## src/rtl/cv_pkg.sv

```systemverilog
// cv_pkg: shared types and helpers for the candy vending controller.
//   NICKEL_VAL/DIME_VAL/QUARTER_VAL : coin values in cents
//   cv_state_t                      : controller FSM states
//   coin_value()                    : cents for a single coin, 0 if the combination is illegal
package cv_pkg;

    localparam int NICKEL_VAL  = 5;
    localparam int DIME_VAL    = 10;
    localparam int QUARTER_VAL = 25;

    typedef enum logic [1:0] {IDLE, CREDIT, VEND, CHANGE} cv_state_t;

    function automatic logic [4:0] coin_value(input logic nickel, input logic dime, input logic quarter);
        case ({nickel, dime, quarter})
            3'b100:  coin_value = 5'(NICKEL_VAL);
            3'b010:  coin_value = 5'(DIME_VAL);
            3'b001:  coin_value = 5'(QUARTER_VAL);
            default: coin_value = 5'd0;
        endcase
    endfunction

endpackage

```

## src/rtl/candy_vending_ctrl_p_if.sv

```systemverilog
// candy_vending_ctrl_p_if: customer-side handshake of the vending controller.
//   master : drives coin/cancel/sel/restock pulses, observes change and vend outputs
//   slave  : the controller side
// With CV_REVENUE_CNT_EN defined the bundle also carries the 16-bit revenue counter.
interface candy_vending_ctrl_p_if #(
    parameter int SEL_W = 2
);
    logic             nickel;
    logic             dime;
    logic             quarter;
    logic             cancel;
    logic [SEL_W-1:0] sel;
    logic             restock;
    logic             n;
    logic             d;
    logic             candy;
    logic [SEL_W-1:0] vend_slot;
    logic             sold_out;
    logic             coin_err;
    logic             busy;
`ifdef CV_REVENUE_CNT_EN
    logic [15:0]      revenue;
`endif

    modport master (
        output nickel, dime, quarter, cancel, sel, restock,
        input  n, d, candy, vend_slot, sold_out, coin_err, busy
`ifdef CV_REVENUE_CNT_EN
        , input revenue
`endif
    );

    modport slave (
        input  nickel, dime, quarter, cancel, sel, restock,
        output n, d, candy, vend_slot, sold_out, coin_err, busy
`ifdef CV_REVENUE_CNT_EN
        , output revenue
`endif
    );

endinterface

```

## src/rtl/cv_change_dispenser.sv

```systemverilog
// cv_change_dispenser: serial greedy change output.
//   clock, reset : clock, synchronous active-high reset
//   load         : capture remainder (cents, multiple of 5)
//   remainder    : amount to pay out
//   n, d         : registered nickel / dime pulse, at most one per cycle
//   done         : high while the pulse being issued this cycle is the last one
module cv_change_dispenser #(
    parameter int W = 5
) (
    input  logic         clock,
    input  logic         reset,
    input  logic         load,
    input  logic [W-1:0] remainder,
    output logic         n,
    output logic         d,
    output logic         done
);

    logic [W-1:0] rem;

    // Remainders are multiples of 5, so 5 or 10 left means one pulse finishes the job.
    assign done = (rem == W'(5)) || (rem == W'(10));

    always_ff @(posedge clock) begin
        if (reset) begin
            rem <= '0;
            n   <= 1'b0;
            d   <= 1'b0;
        end else begin
            n <= 1'b0;
            d <= 1'b0;
            if (load) begin
                rem <= remainder;
            end else if (rem >= W'(10)) begin
                d   <= 1'b1;
                rem <= rem - W'(10);
            end else if (rem == W'(5)) begin
                n   <= 1'b1;
                rem <= '0;
            end
        end
    end

endmodule

```

## src/rtl/candy_vending_ctrl_p.sv

```systemverilog
// candy_vending_ctrl_p: parametrised candy vending controller.
//   clock, reset : clock, synchronous active-high reset
//   vif (slave)  : nickel/dime/quarter/cancel/restock pulses and sel in;
//                  candy/vend_slot/sold_out/coin_err/busy and serial n/d change out
// Optional: define CV_REVENUE_CNT_EN to add vif.revenue, a wrapping 16-bit sum of
// PRICE per vended item.
module candy_vending_ctrl_p
    import cv_pkg::*;
#(
    parameter int PRICE      = 15,
    parameter int NUM_SLOTS  = 4,
    parameter int STOCK_INIT = 8,
    parameter int SEL_W      = (NUM_SLOTS > 1) ? $clog2(NUM_SLOTS) : 1,
    parameter int STOCK_W    = $clog2(STOCK_INIT + 1)
) (
    input  logic                   clock,
    input  logic                   reset,
    candy_vending_ctrl_p_if.slave  vif
);

    localparam int CW = $clog2(PRICE + 21);
    typedef logic [CW-1:0] credit_t;

    cv_state_t          state;
    credit_t            credit;
    logic [STOCK_W-1:0] stock [NUM_SLOTS];

    logic       any_coin, multi_coin, stock_ok, chg_load, chg_done;
    logic [4:0] cval;
    credit_t    credit_sum, vend_rem, chg_val;

    assign any_coin   = vif.nickel | vif.dime | vif.quarter;
    assign multi_coin = (vif.nickel & vif.dime) | (vif.nickel & vif.quarter) | (vif.dime & vif.quarter);
    assign cval       = coin_value(vif.nickel, vif.dime, vif.quarter);
    assign credit_sum = credit + credit_t'(cval);

    // Loop compare keeps an out-of-range sel from indexing past the stock array;
    // such a select simply never matches and falls out as sold-out.
    always_comb begin
        stock_ok = 1'b0;
        for (int i = 0; i < NUM_SLOTS; i++)
            if (int'(vif.sel) == i && stock[i] != '0) stock_ok = 1'b1;
    end

    assign vend_rem = stock_ok ? credit - credit_t'(PRICE) : credit;

    // The dispenser loads on the same edge the FSM enters CHANGE, so its first
    // pulse lands in the very next cycle.
    assign chg_load = (state == VEND) || (state == CREDIT && vif.cancel);
    assign chg_val  = (state == VEND) ? vend_rem : credit;

    cv_change_dispenser #(.W(CW)) u_change (
        .clock     (clock),
        .reset     (reset),
        .load      (chg_load),
        .remainder (chg_val),
        .n         (vif.n),
        .d         (vif.d),
        .done      (chg_done)
    );

    always_ff @(posedge clock) begin
        if (reset) begin
            state         <= IDLE;
            credit        <= '0;
            vif.candy     <= 1'b0;
            vif.vend_slot <= '0;
            vif.sold_out  <= 1'b0;
            vif.coin_err  <= 1'b0;
            vif.busy      <= 1'b0;
            for (int i = 0; i < NUM_SLOTS; i++) stock[i] <= STOCK_W'(STOCK_INIT);
`ifdef CV_REVENUE_CNT_EN
            vif.revenue   <= '0;
`endif
        end else begin
            vif.candy    <= 1'b0;
            vif.sold_out <= 1'b0;
            vif.coin_err <= 1'b0;
            case (state)
                IDLE, CREDIT: begin
                    vif.busy <= 1'b0;
                    if (state == IDLE && vif.restock)
                        for (int i = 0; i < NUM_SLOTS; i++) stock[i] <= STOCK_W'(STOCK_INIT);
                    if (vif.cancel) begin
                        // cancel takes priority; any coin with it is bounced
                        if (any_coin) vif.coin_err <= 1'b1;
                        if (state == CREDIT) begin
                            credit   <= '0;
                            state    <= CHANGE;
                            vif.busy <= 1'b1;
                        end
                    end else if (multi_coin) begin
                        vif.coin_err <= 1'b1;
                    end else if (any_coin) begin
                        credit <= credit_sum;
                        if (credit_sum >= credit_t'(PRICE)) begin
                            state    <= VEND;
                            vif.busy <= 1'b1;
                        end else begin
                            state <= CREDIT;
                        end
                    end
                end
                VEND: begin
                    if (any_coin) vif.coin_err <= 1'b1;
                    if (stock_ok) begin
                        vif.candy     <= 1'b1;
                        vif.vend_slot <= vif.sel;
                        for (int i = 0; i < NUM_SLOTS; i++)
                            if (int'(vif.sel) == i) stock[i] <= stock[i] - STOCK_W'(1);
`ifdef CV_REVENUE_CNT_EN
                        vif.revenue <= vif.revenue + 16'(PRICE);
`endif
                    end else begin
                        vif.sold_out <= 1'b1;
                    end
                    credit   <= '0;
                    state    <= (vend_rem != '0) ? CHANGE : IDLE;
                    vif.busy <= (vend_rem != '0);
                end
                CHANGE: begin
                    if (any_coin) vif.coin_err <= 1'b1;
                    if (chg_done) begin
                        state    <= IDLE;
                        vif.busy <= 1'b0;
                    end
                end
                default: state <= IDLE;
            endcase
        end
    end

endmodule

```

## src/flat_wrapper.sv

```systemverilog
// flat-port wrapper written by rule: the top's interface ports become plain ports
module candy_vending_ctrl_p_flat import cv_pkg::*;
#(
    parameter int PRICE      = 15,
    parameter int NUM_SLOTS  = 4,
    parameter int STOCK_INIT = 8,
    parameter int SEL_W      = (NUM_SLOTS > 1) ? $clog2(NUM_SLOTS) : 1,
    parameter int STOCK_W    = $clog2(STOCK_INIT + 1)
)
  (clock, reset, vif_nickel, vif_dime, vif_quarter, vif_cancel, vif_sel, vif_restock, vif_n, vif_d, vif_candy, vif_vend_slot, vif_sold_out, vif_coin_err, vif_busy);
  candy_vending_ctrl_p_if #(.SEL_W(SEL_W)) vif_i ();
  input  logic clock;
  input  logic reset;
  input wire logic [$bits(vif_i.nickel)-1:0] vif_nickel;
  input wire logic [$bits(vif_i.dime)-1:0] vif_dime;
  input wire logic [$bits(vif_i.quarter)-1:0] vif_quarter;
  input wire logic [$bits(vif_i.cancel)-1:0] vif_cancel;
  input wire logic [$bits(vif_i.sel)-1:0] vif_sel;
  input wire logic [$bits(vif_i.restock)-1:0] vif_restock;
  output wire logic [$bits(vif_i.n)-1:0] vif_n;
  output wire logic [$bits(vif_i.d)-1:0] vif_d;
  output wire logic [$bits(vif_i.candy)-1:0] vif_candy;
  output wire logic [$bits(vif_i.vend_slot)-1:0] vif_vend_slot;
  output wire logic [$bits(vif_i.sold_out)-1:0] vif_sold_out;
  output wire logic [$bits(vif_i.coin_err)-1:0] vif_coin_err;
  output wire logic [$bits(vif_i.busy)-1:0] vif_busy;
  assign vif_i.nickel = vif_nickel;
  assign vif_i.dime = vif_dime;
  assign vif_i.quarter = vif_quarter;
  assign vif_i.cancel = vif_cancel;
  assign vif_i.sel = vif_sel;
  assign vif_i.restock = vif_restock;
  assign vif_n = vif_i.n;
  assign vif_d = vif_i.d;
  assign vif_candy = vif_i.candy;
  assign vif_vend_slot = vif_i.vend_slot;
  assign vif_sold_out = vif_i.sold_out;
  assign vif_coin_err = vif_i.coin_err;
  assign vif_busy = vif_i.busy;
  candy_vending_ctrl_p #(.PRICE(PRICE), .NUM_SLOTS(NUM_SLOTS), .STOCK_INIT(STOCK_INIT), .SEL_W(SEL_W), .STOCK_W(STOCK_W)) u_core (.clock(clock), .reset(reset), .vif(vif_i));
endmodule
```

## config.mk

```make
export PLATFORM = sky130hd
export DESIGN_NAME = candy_vending_ctrl_p_flat
export DESIGN_NICKNAME = d
export VERILOG_FILES = /design/src/rtl/cv_pkg.sv /design/src/rtl/candy_vending_ctrl_p_if.sv /design/src/rtl/cv_change_dispenser.sv /design/src/rtl/candy_vending_ctrl_p.sv /design/src/flat_wrapper.sv
export SDC_FILE = /design/constraint.sdc
export NUM_CORES = 1
export LEC_CHECK = 0
export CAP_MARGIN = 25
export CORE_MARGIN = 1.5
export CORE_UTILIZATION = 45
export DETAILED_ROUTE_END_ITERATION = 16
export DONT_BUFFER_PORTS = 1
export GPL_ROUTABILITY_DRIVEN = 0
export PLACE_DENSITY = 0.62
export SLEW_MARGIN = 5
export SYNTH_ARGS = -nofsm -noshare
export SYNTH_HDL_FRONTEND = slang
export SYNTH_SLANG_ARGS = --single-unit
```

## constraint.sdc

```tcl
create_clock -name clock -period 3.3 [get_ports clock]
set_input_delay 0.66 -clock clock [delete_from_list [all_inputs] [get_ports clock]]
set_output_delay 0.66 -clock clock [all_outputs]
set_load 0.1 [all_outputs]
```

==> summary.md, run 1 <==
| Metric | Value |
|---|---|
| Outcome | completed |
| Avg Vias per Cell | between 5 and 6 |
| Die area | 5670 um^2 |
| # IOs | 17 |
| Final Instance Area | 2460 um^2 |
| Initial Util | 0.463 |
| Final WS setup | 0.661 ns |
| Crit path max fanout | 6 |
| Max Cap Viol | 0 |
| Clock slew seen by the registers of the worst setup and hold paths | 0.08 ns |
| Slowest cell on crit path | or3b_2 |
| Share of layout cells above drive strength 1 | 0.0712 |
| Skew-Pair Late Insertion Delay | 0.29 ns |
| Synthesized net count | between 200 and 300 |
| Fin crit share | 0.800 |
| Root Buffer | clkbuf_8 |
| Cells on Worst Hold Path | 1 |
| Final Net Count | roughly 290 |
| Worst Tran Pin Value | 1.01 ns |
| GR Layer Usage met3 | 0.0428 |
| Unrepaired setup endpoints after global routing | no |
| Ant diodes | 0 |
| Pwr Total | 1.05 mW |
| Total global routing overflow | 0 |
| GR Util All Layers | 0.173 |
| CTS tree | built |
| Warnings, synthesis | 0 |
| CP top delay family | compound AO/OA/AOI/OAI gates |
| PwrDens | 425 nW/um^2 |
| Worst vdd ir | 0.274 mV |
| Antenna violations before repair | 0 |
| R2R Path End | u_core.stock[1][1] |
| Die W | 75.3 um |
| Setup violations, final | 0 |
| Initial DRT Pass Iterations | 4 |
| Max clock buf depth | 2 |
| Largest net degree at the start of global routing | 26 |
| Clock skew | 0.0101 ns |
| Post-Synth XOR/XNOR Area | 0.0596 |
| Worst reg2reg path depth | 7 |
| Post-Syn Area | 2350 um^2 |
| Post-Synth Simple-Gate Area | 0.239 |
| Fillers | 517 |
| Routed wire length | 4630 um |
| Most used DFF post-synth | dfxtp_1 |
| Post-CTS setup buffer count | 0 |
| Reg power frac | 0.549 |
| Post-cts repair resize count | 0 |
| Worst hold path class | input pin to register |
| Headroom to the max-slew limit | 0.323 |
| Met2 usage | 0.257 |
| Synthesis-to-finish area growth | 4.68% |
| Hold Path End | u_core.u_change.rem[0] |
| Top-area cell type share of the netlist area | 0.221 |
| Hold slack | approximately 0.43 ns |
| CP Capture Type | register |
| CP startpoint kind | input pin |
| Switching Share | 0.304 |
| Crit path DAT | 2.83 ns |
| Count of flip-flops with a built-in enable after synthesis | 12 |
| Htree depth | 2 |
| Reg-to-Reg Start | u_core.stock[3][0] |
| Input/output buffers | 0 |
| Hold Path Origin | reset |
| Min Tclk post-route | between 2 and 3 ns |
| Vias in the first global route | 1633 |
| Hold buffers post-CTS | 0 |
| CTS Buf Count | 5 |
| Fin. Hold Viols | 0 |
| DP Wirelength | 3510 um |
| Seq/Total Area, Yosys | 0.375 |
| Fraction of synthesized area in multiplexers | 0.0293 |
| Largest family of logic cells by synthesized area | simple AND/OR/NAND/NOR gates |
| DRT iter0 DRCs | ~150 |
| R2r setup slk | 0.76 ns |
| Worst path max stage delay | 0.51 ns |
| Syn Area/Cell | 8.64 um^2 |
| Met1 Use GR | 0.251 |
| Rows | 26 |
| First-pass GRT wire length | 7530 um |
| Cell Area, Placed | 2380 um^2 |
| Die Y | 75.3 um |
| Clock share of power | 0.292 |
| Largest area contributor in the netlist | dfxtp_1 |
| Vias post-DR | around 1900 |
| Routed Antenna Nets | 0 |
| Async SR Flop Fraction | 0 |
| Compound-Gate Fraction of Synth Area | 0.165 |
| Yosys reg bits | 38 |
| Pleak | 0.913 nW |
| Critical path required time | 3.49 ns |
| Comb power frac | 0.159 |
| Syn Inst Count | 272 |
| Internal power | 0.728 mW |
| Pre-CTS WS | 0.352 ns |
| Top post-synthesis cells by area | dfxtp_1 (22%), edfxtp_1 (15%), ha_1 (5.9%) |
| Core area | 5070 um^2 |
| NetSw | ~0.32 mW |
| Area occupied by multi-input gates | about 1300 um^2 |
| Fin Setup TNS | 0 ns |
| Routed wire per std cell | 13.7 um |
| Kind of critical path | input pin to register |
| Worst path bufs/invs | 1 |
| Grt peak-use layer | met2 |
| Fmax | 379 MHz |
| Post-synthesis adder-cell area fraction | 0.0713 |
| CP cell instances | or3b_2, inv_1, ha_1, a211oi_1, or4b_1, o2111ai_1, a211o_1, a21o_1, a311oi_1 |
| FF+latch area | 881 um^2 |
| # clock sinks | 38 |
| Max-slew violations | 0 |
| # DRC | 0 |
| Yosys cell types | 50 |
==> how the worst max path moves through the flow <==
| stage | from | endpoint | slack [ns] | cells past startpoint |
|---|---|---|---|---|
| finish | vif_quarter | u_core.state[0] | 0.66 | 9 |
| global route | vif_quarter | u_core.state[0] | 0.42 | 9 |
| CTS | vif_quarter | u_core.state[0] | 0.64 | 9 |
| detailed placement | vif_quarter | u_core.state[0] | 0.35 | 9 |
| global placement | vif_quarter | u_core.state[0] | 0.39 | 9 |
| floorplan | vif_quarter | u_core.state[0] | 0.51 | 9 |
==> logic make-up after synthesis <==
logic type / count (synthesis)
AO/OA/AOI/OAI: 59
AND/OR/NAND/NOR: 106
flip-flops: 38
multiplexers: 5
XOR/XNOR: 16
adder cells (fa/ha/maj): 13
buffers and inverters: 35
==> synthesized netlist by cell type (all sizes together) (4+ instances only) <==
master,n
a211oi,6
inv,22
nand3,9
o21ai,15
a22oi,5
clkbuf,9
a21oi,12
xor2,7
nand2,21
nor3b,11
nor2,33
xnor2,9
buf,4
a21o,5
a31oi,4
nor3,13
ha,11
edfxtp,12
dfxtp,26
==> layout make-up <==
cell class	instances	area share
multi-input cells	199	0.539
clock buffers	6	0.0295
inverters	22	0.0336
well taps	70	0.0356
clock inverters	2	0.00407
flip-flops and latches	38	0.358
==> per-layer routing <==
metal | up-vias | wire (um)
li1 | 955 | -
met1 | 878 | 2370
met2 | 27 | 2100
met3 | 4 | 140
met4 | 0 | 22
met5 | - | 0
==> state kept, by name, indices dropped and copies added, names as in the netlist <==
name	cells
u_core.stock	16
u_core.u_change.rem	6
u_core.vif.candy	1
u_core.vif.coin_err	1
u_core.u_change.d	1
u_core.vif.vend_slot	2
u_core.vif.sold_out	1
u_core.u_change.n	1
u_core.state	2
u_core.credit	6
u_core.vif.busy	1
==> power groups by stage <==
stage	Combinational (mW)	Clock [mW]	Sequential, mW
finish	0.167	0.305	0.574
global route	0.190	0.330	0.579
detailed placement	0.166	0	0.584
CTS	0.168	0.313	0.574
global placement	0.165	0	0.584
floorplan	0.155	0	0.571
==> cell usage in the layout (no fill, tap or decap), types with 2 or more instances in the layout <==
master,n
nor2b_1,3
ha_1,11
dfxtp_1,26
a21oi_1,12
a311oi_1,3
nand2_1,20
nand3_1,9
xor2_1,7
nor3_1,12
edfxtp_1,12
o21ai_0,15
nand2b_1,3
a21o_1,5
or3b_2,3
mux2i_1,2
a211oi_1,5
nor3b_1,11
nand3b_1,2
xnor2_1,9
clkbuf_8,5
clkinv_2,2
nand4_1,2
a31oi_1,4
inv_1,22
or4_1,2
a22oi_1,5
nor2_1,32
==> through the flow <==
stage / cells / utilization
after floorplan: 272 / -
after global placement: 329 / 0.469
after detailed placement: 329 / 0.469
after CTS: 337 / 0.485
after global routing: 337 / 0.485
final: 337 / 0.485
(Power assumes the default switching activity.)
==> inputs of run 2 (changes only) <==
==> constraint.sdc (replaced) <==
create_clock -name clock -period 2.6 [get_ports clock]
set_input_delay 0.52 -clock clock [delete_from_list [all_inputs] [get_ports clock]]
set_output_delay 0.52 -clock clock [all_outputs]
set_load 0.1 [all_outputs]
==> run 2 against run 1 <==
Net effect:
- hold slack got worse by 0.14 ns
- sequential share of layout area is 2.8 points lower
- wire length grew 1.7%
- sequential cell count is the same
- clock skew down 0.0047 ns
- cell count increased by 5.9%
- setup slack worse by 0.46 ns
==> summary.md, run 2 (synthesis gave the netlist of run 1 again) <==
| Metric | Value |
|---|---|
| Rows | 26 (unchanged) |
| Worst path bufs/invs | 1 (unchanged) |
| DP Cell Count | 349 (+6.1%) |
| Headroom to the max-slew limit | 0.605 (+0.282) |
| Final Instance Area | 2670 um^2 (+8.4%) |
| First-pass GRT wire length | 7700 um (+2.3%) |
| NetSw | 0.413 mW (+30%) |
| Input/output buffers | 0 (unchanged) |
| Htree depth | 2 (unchanged) |
| Commonest cells after routing, fill and taps aside | nor2_1 (32), dfxtp_1 (26), inv_1 (22), nand2_1 (20), buf_4 (20) |
| Vias in the first global route | 1777 (+8.8%) |
| Largest register FFs | 16 (unchanged) |
| Largest Register | u_core.stock |
| Critical path required time | 2.60 ns (-0.89 ns) |
| Worst Tran Pin Value | 0.589 ns (-0.425 ns) |
| R2r setup slk | 0.20 ns (-0.56 ns) |
| Max Cap Viol | 0 (unchanged) |
| Fin crit share | 0.923 |
| Final Net Count | 307 (+7.0%) |
| CTS Buf Count | 5 (unchanged) |
| Clock share of power | 0.380 (+0.088) |
| Antenna violations before repair | 0 (unchanged) |
| Hold Path Origin | reset |
| CP startpoint kind | register |
| Area occupied by multi-input gates | 1340 um^2 (+0.57%) |
| Cells on Worst Hold Path | 1 (unchanged) |
| Reg-to-Reg Start | u_core.stock[1][0] |
| Die W | 75.3 um (unchanged) |
| CP top delay family | simple AND/OR/NAND/NOR gates |
| Outcome | completed |
| Commonest non-fill, non-tap cell in the layout | nor2_1 |
| Fillers | 500 (-3.3%) |
| Crit path max fanout | 6 (unchanged) |
| Vias post-DR | 1888 (+1.3%) |
| Final WS setup | 0.201 ns (-0.460 ns) |
| # clock sinks | 38 (unchanged) |
| Share of layout cells above drive strength 1 | 0.143 (+0.0717) |
| Clock slew seen by the registers of the worst setup and hold paths | 0.08 ns (about the same) |
| Clock skew | 0.00533 ns (-0.00473 ns) |
| Die Y | 75.3 um (unchanged) |
| Worst vdd ir | 0.247 mV (-9.9%) |
| CP cell instances | inv_1, ha_1, nor3b_1, mux4_2, nor3_2, nand3b_1, nand2_1 |
| Initial Util | 0.463 (unchanged) |
| Hold buffers post-CTS | 0 (unchanged) |
| Reg power frac | 0.439 (-0.110) |
| FF+latch area | 881 um^2 (unchanged) |
| Root Buffer | clkbuf_8 |
| Min Tclk post-route | 2.40 ns |
| CP startpoint | u_core.stock[1][0] |
| DP Wirelength | 3550 um (+1.1%) |
| Unrepaired setup endpoints after global routing | no |
| Total global routing overflow | 0 (unchanged) |
| Routed wire length | 4710 um (+1.7%) |
| Pleak | 1.04 nW (+14%) |
| Synthesis-to-finish area growth | 13.5% |
| CTS tree | built |
| Max-slew violations | 0 (unchanged) |
| Routed Antenna Nets | 0 (unchanged) |
| Hold Path End | u_core.vif.vend_slot[0] |
| Cell Area, Placed | 2540 um^2 (+6.6%) |
| GR Util All Layers | 0.180 (+0.00638) |
| Setup violations, final | 0 (unchanged) |
| Pre-CTS WS | -0.158 ns (-0.511 ns) |
| Initial DRT Pass Iterations | 4 (unchanged) |
| CP Capture Type | register |
| Fin. Hold Viols | 0 (unchanged) |
| Skew-Pair Late Insertion Delay | 0.29 ns (about the same) |
| Post-cts repair resize count | 0 (unchanged) |
| Switching Share | 0.267 (-0.0368) |
| # DRC | 0 (unchanged) |
| Non-Filler Instances | 357 (+5.9%) |
| Avg Vias per Cell | 5.29 (-4.4%) |
| Internal power | 1.13 mW (+56%) |
| Slowest cell on crit path | mux4_2 |
| DRT iter0 DRCs | 70 (-52%) |
| Core area | 5070 um^2 (unchanged) |
| PwrDens | 580 nW/um^2 (+36%) |
| Fmax | 417 MHz |
| Largest registers | u_core.stock (16), u_core.credit (6), u_core.u_change.rem (6) |
| Kind of critical path | register to register |
| R2R Path End | u_core.stock[1][0] |
| Worst hold path class | input pin to register |
| Worst reg2reg path depth | 7 (unchanged) |
| # IOs | 17 (unchanged) |
| Worst path max stage delay | 0.50 ns (about the same) |
| Routed wire per std cell | 13.2 um (-4.0%) |
| Comb power frac | 0.181 (+0.022) |
| Die area | 5670 um^2 (unchanged) |
| Ant diodes | 0 (unchanged) |
| Largest net degree at the start of global routing | 26 (unchanged) |
| Max clock buf depth | 2 (unchanged) |
| Crit path DAT | 2.39 ns (-0.44 ns) |
-- run 2: power by group through the flow --
stage	clock network [mW]	registers, mW	logic [mW]
6_report	0.588	0.680	0.280
5_1_grt	0.622	0.685	0.312
4_1_cts	0.598	0.680	0.282
3_5_place_dp	0	0.693	0.279
3_3_place_gp	0	0.692	0.278
2_1_floorplan	0	0.724	0.197
-- run 2: worst max-delay path by stage --
| stage | to | cells after the start |
|---|---|---|
| 2_1_floorplan | u_core.state[0] | 9 |
| 3_3_place_gp | u_core.state[0] | 9 |
| 3_5_place_dp | u_core.state[0] | 9 |
| 4_1_cts | u_core.state[0] | 9 |
| 5_1_grt | u_core.stock[3][2] | 7 |
| 6_report | u_core.stock[1][0] | 7 |
-- run 2: final cells by class --
type	count	share of cell area
multi-input cells	199	0.500
flip-flops and latches	38	0.330
repair buffers	20	0.0563
well taps	70	0.0328
inverters	22	0.0309
clock buffers	5	0.0258
clock inverters	3	0.0239
-- run 2: metal layers --
layer / vias to the layer above / GRT usage / share of wire / wire length, um
met2: 27 / 0.267 / 0.44 / 2090
met3: 8 / 0.0469 / 0.030 / 142
met1: 858 / 0.249 / 0.51 / 2420
met5: - / 0 / 0 / 0
met4: 0 / 0.0714 / 0.013 / 61
li1: 995 / - / - / -
-- run 2: per-stage QoR --
| stage | utilization | total power [mW] | TNS (ns) | hold slack, ns |
|---|---|---|---|---|
| detailed placement | 0.500 | 0.972 | -0.205 | 0.486 |
| global route | 0.526 | 1.62 | 0 | 0.277 |
| CTS | 0.526 | 1.56 | 0 | 0.285 |
| global placement | 0.500 | 0.970 | -0.107 | 0.476 |
| finish | 0.526 | 1.55 | 0 | 0.296 |
| floorplan | - | 0.921 | 0 | 0.459 |
-- run 2: repair_timing --
item	in CTS	in global routing
setup buffers	0	0
endpoints found under the setup margin	0	1
hold endpoints to repair	0	0
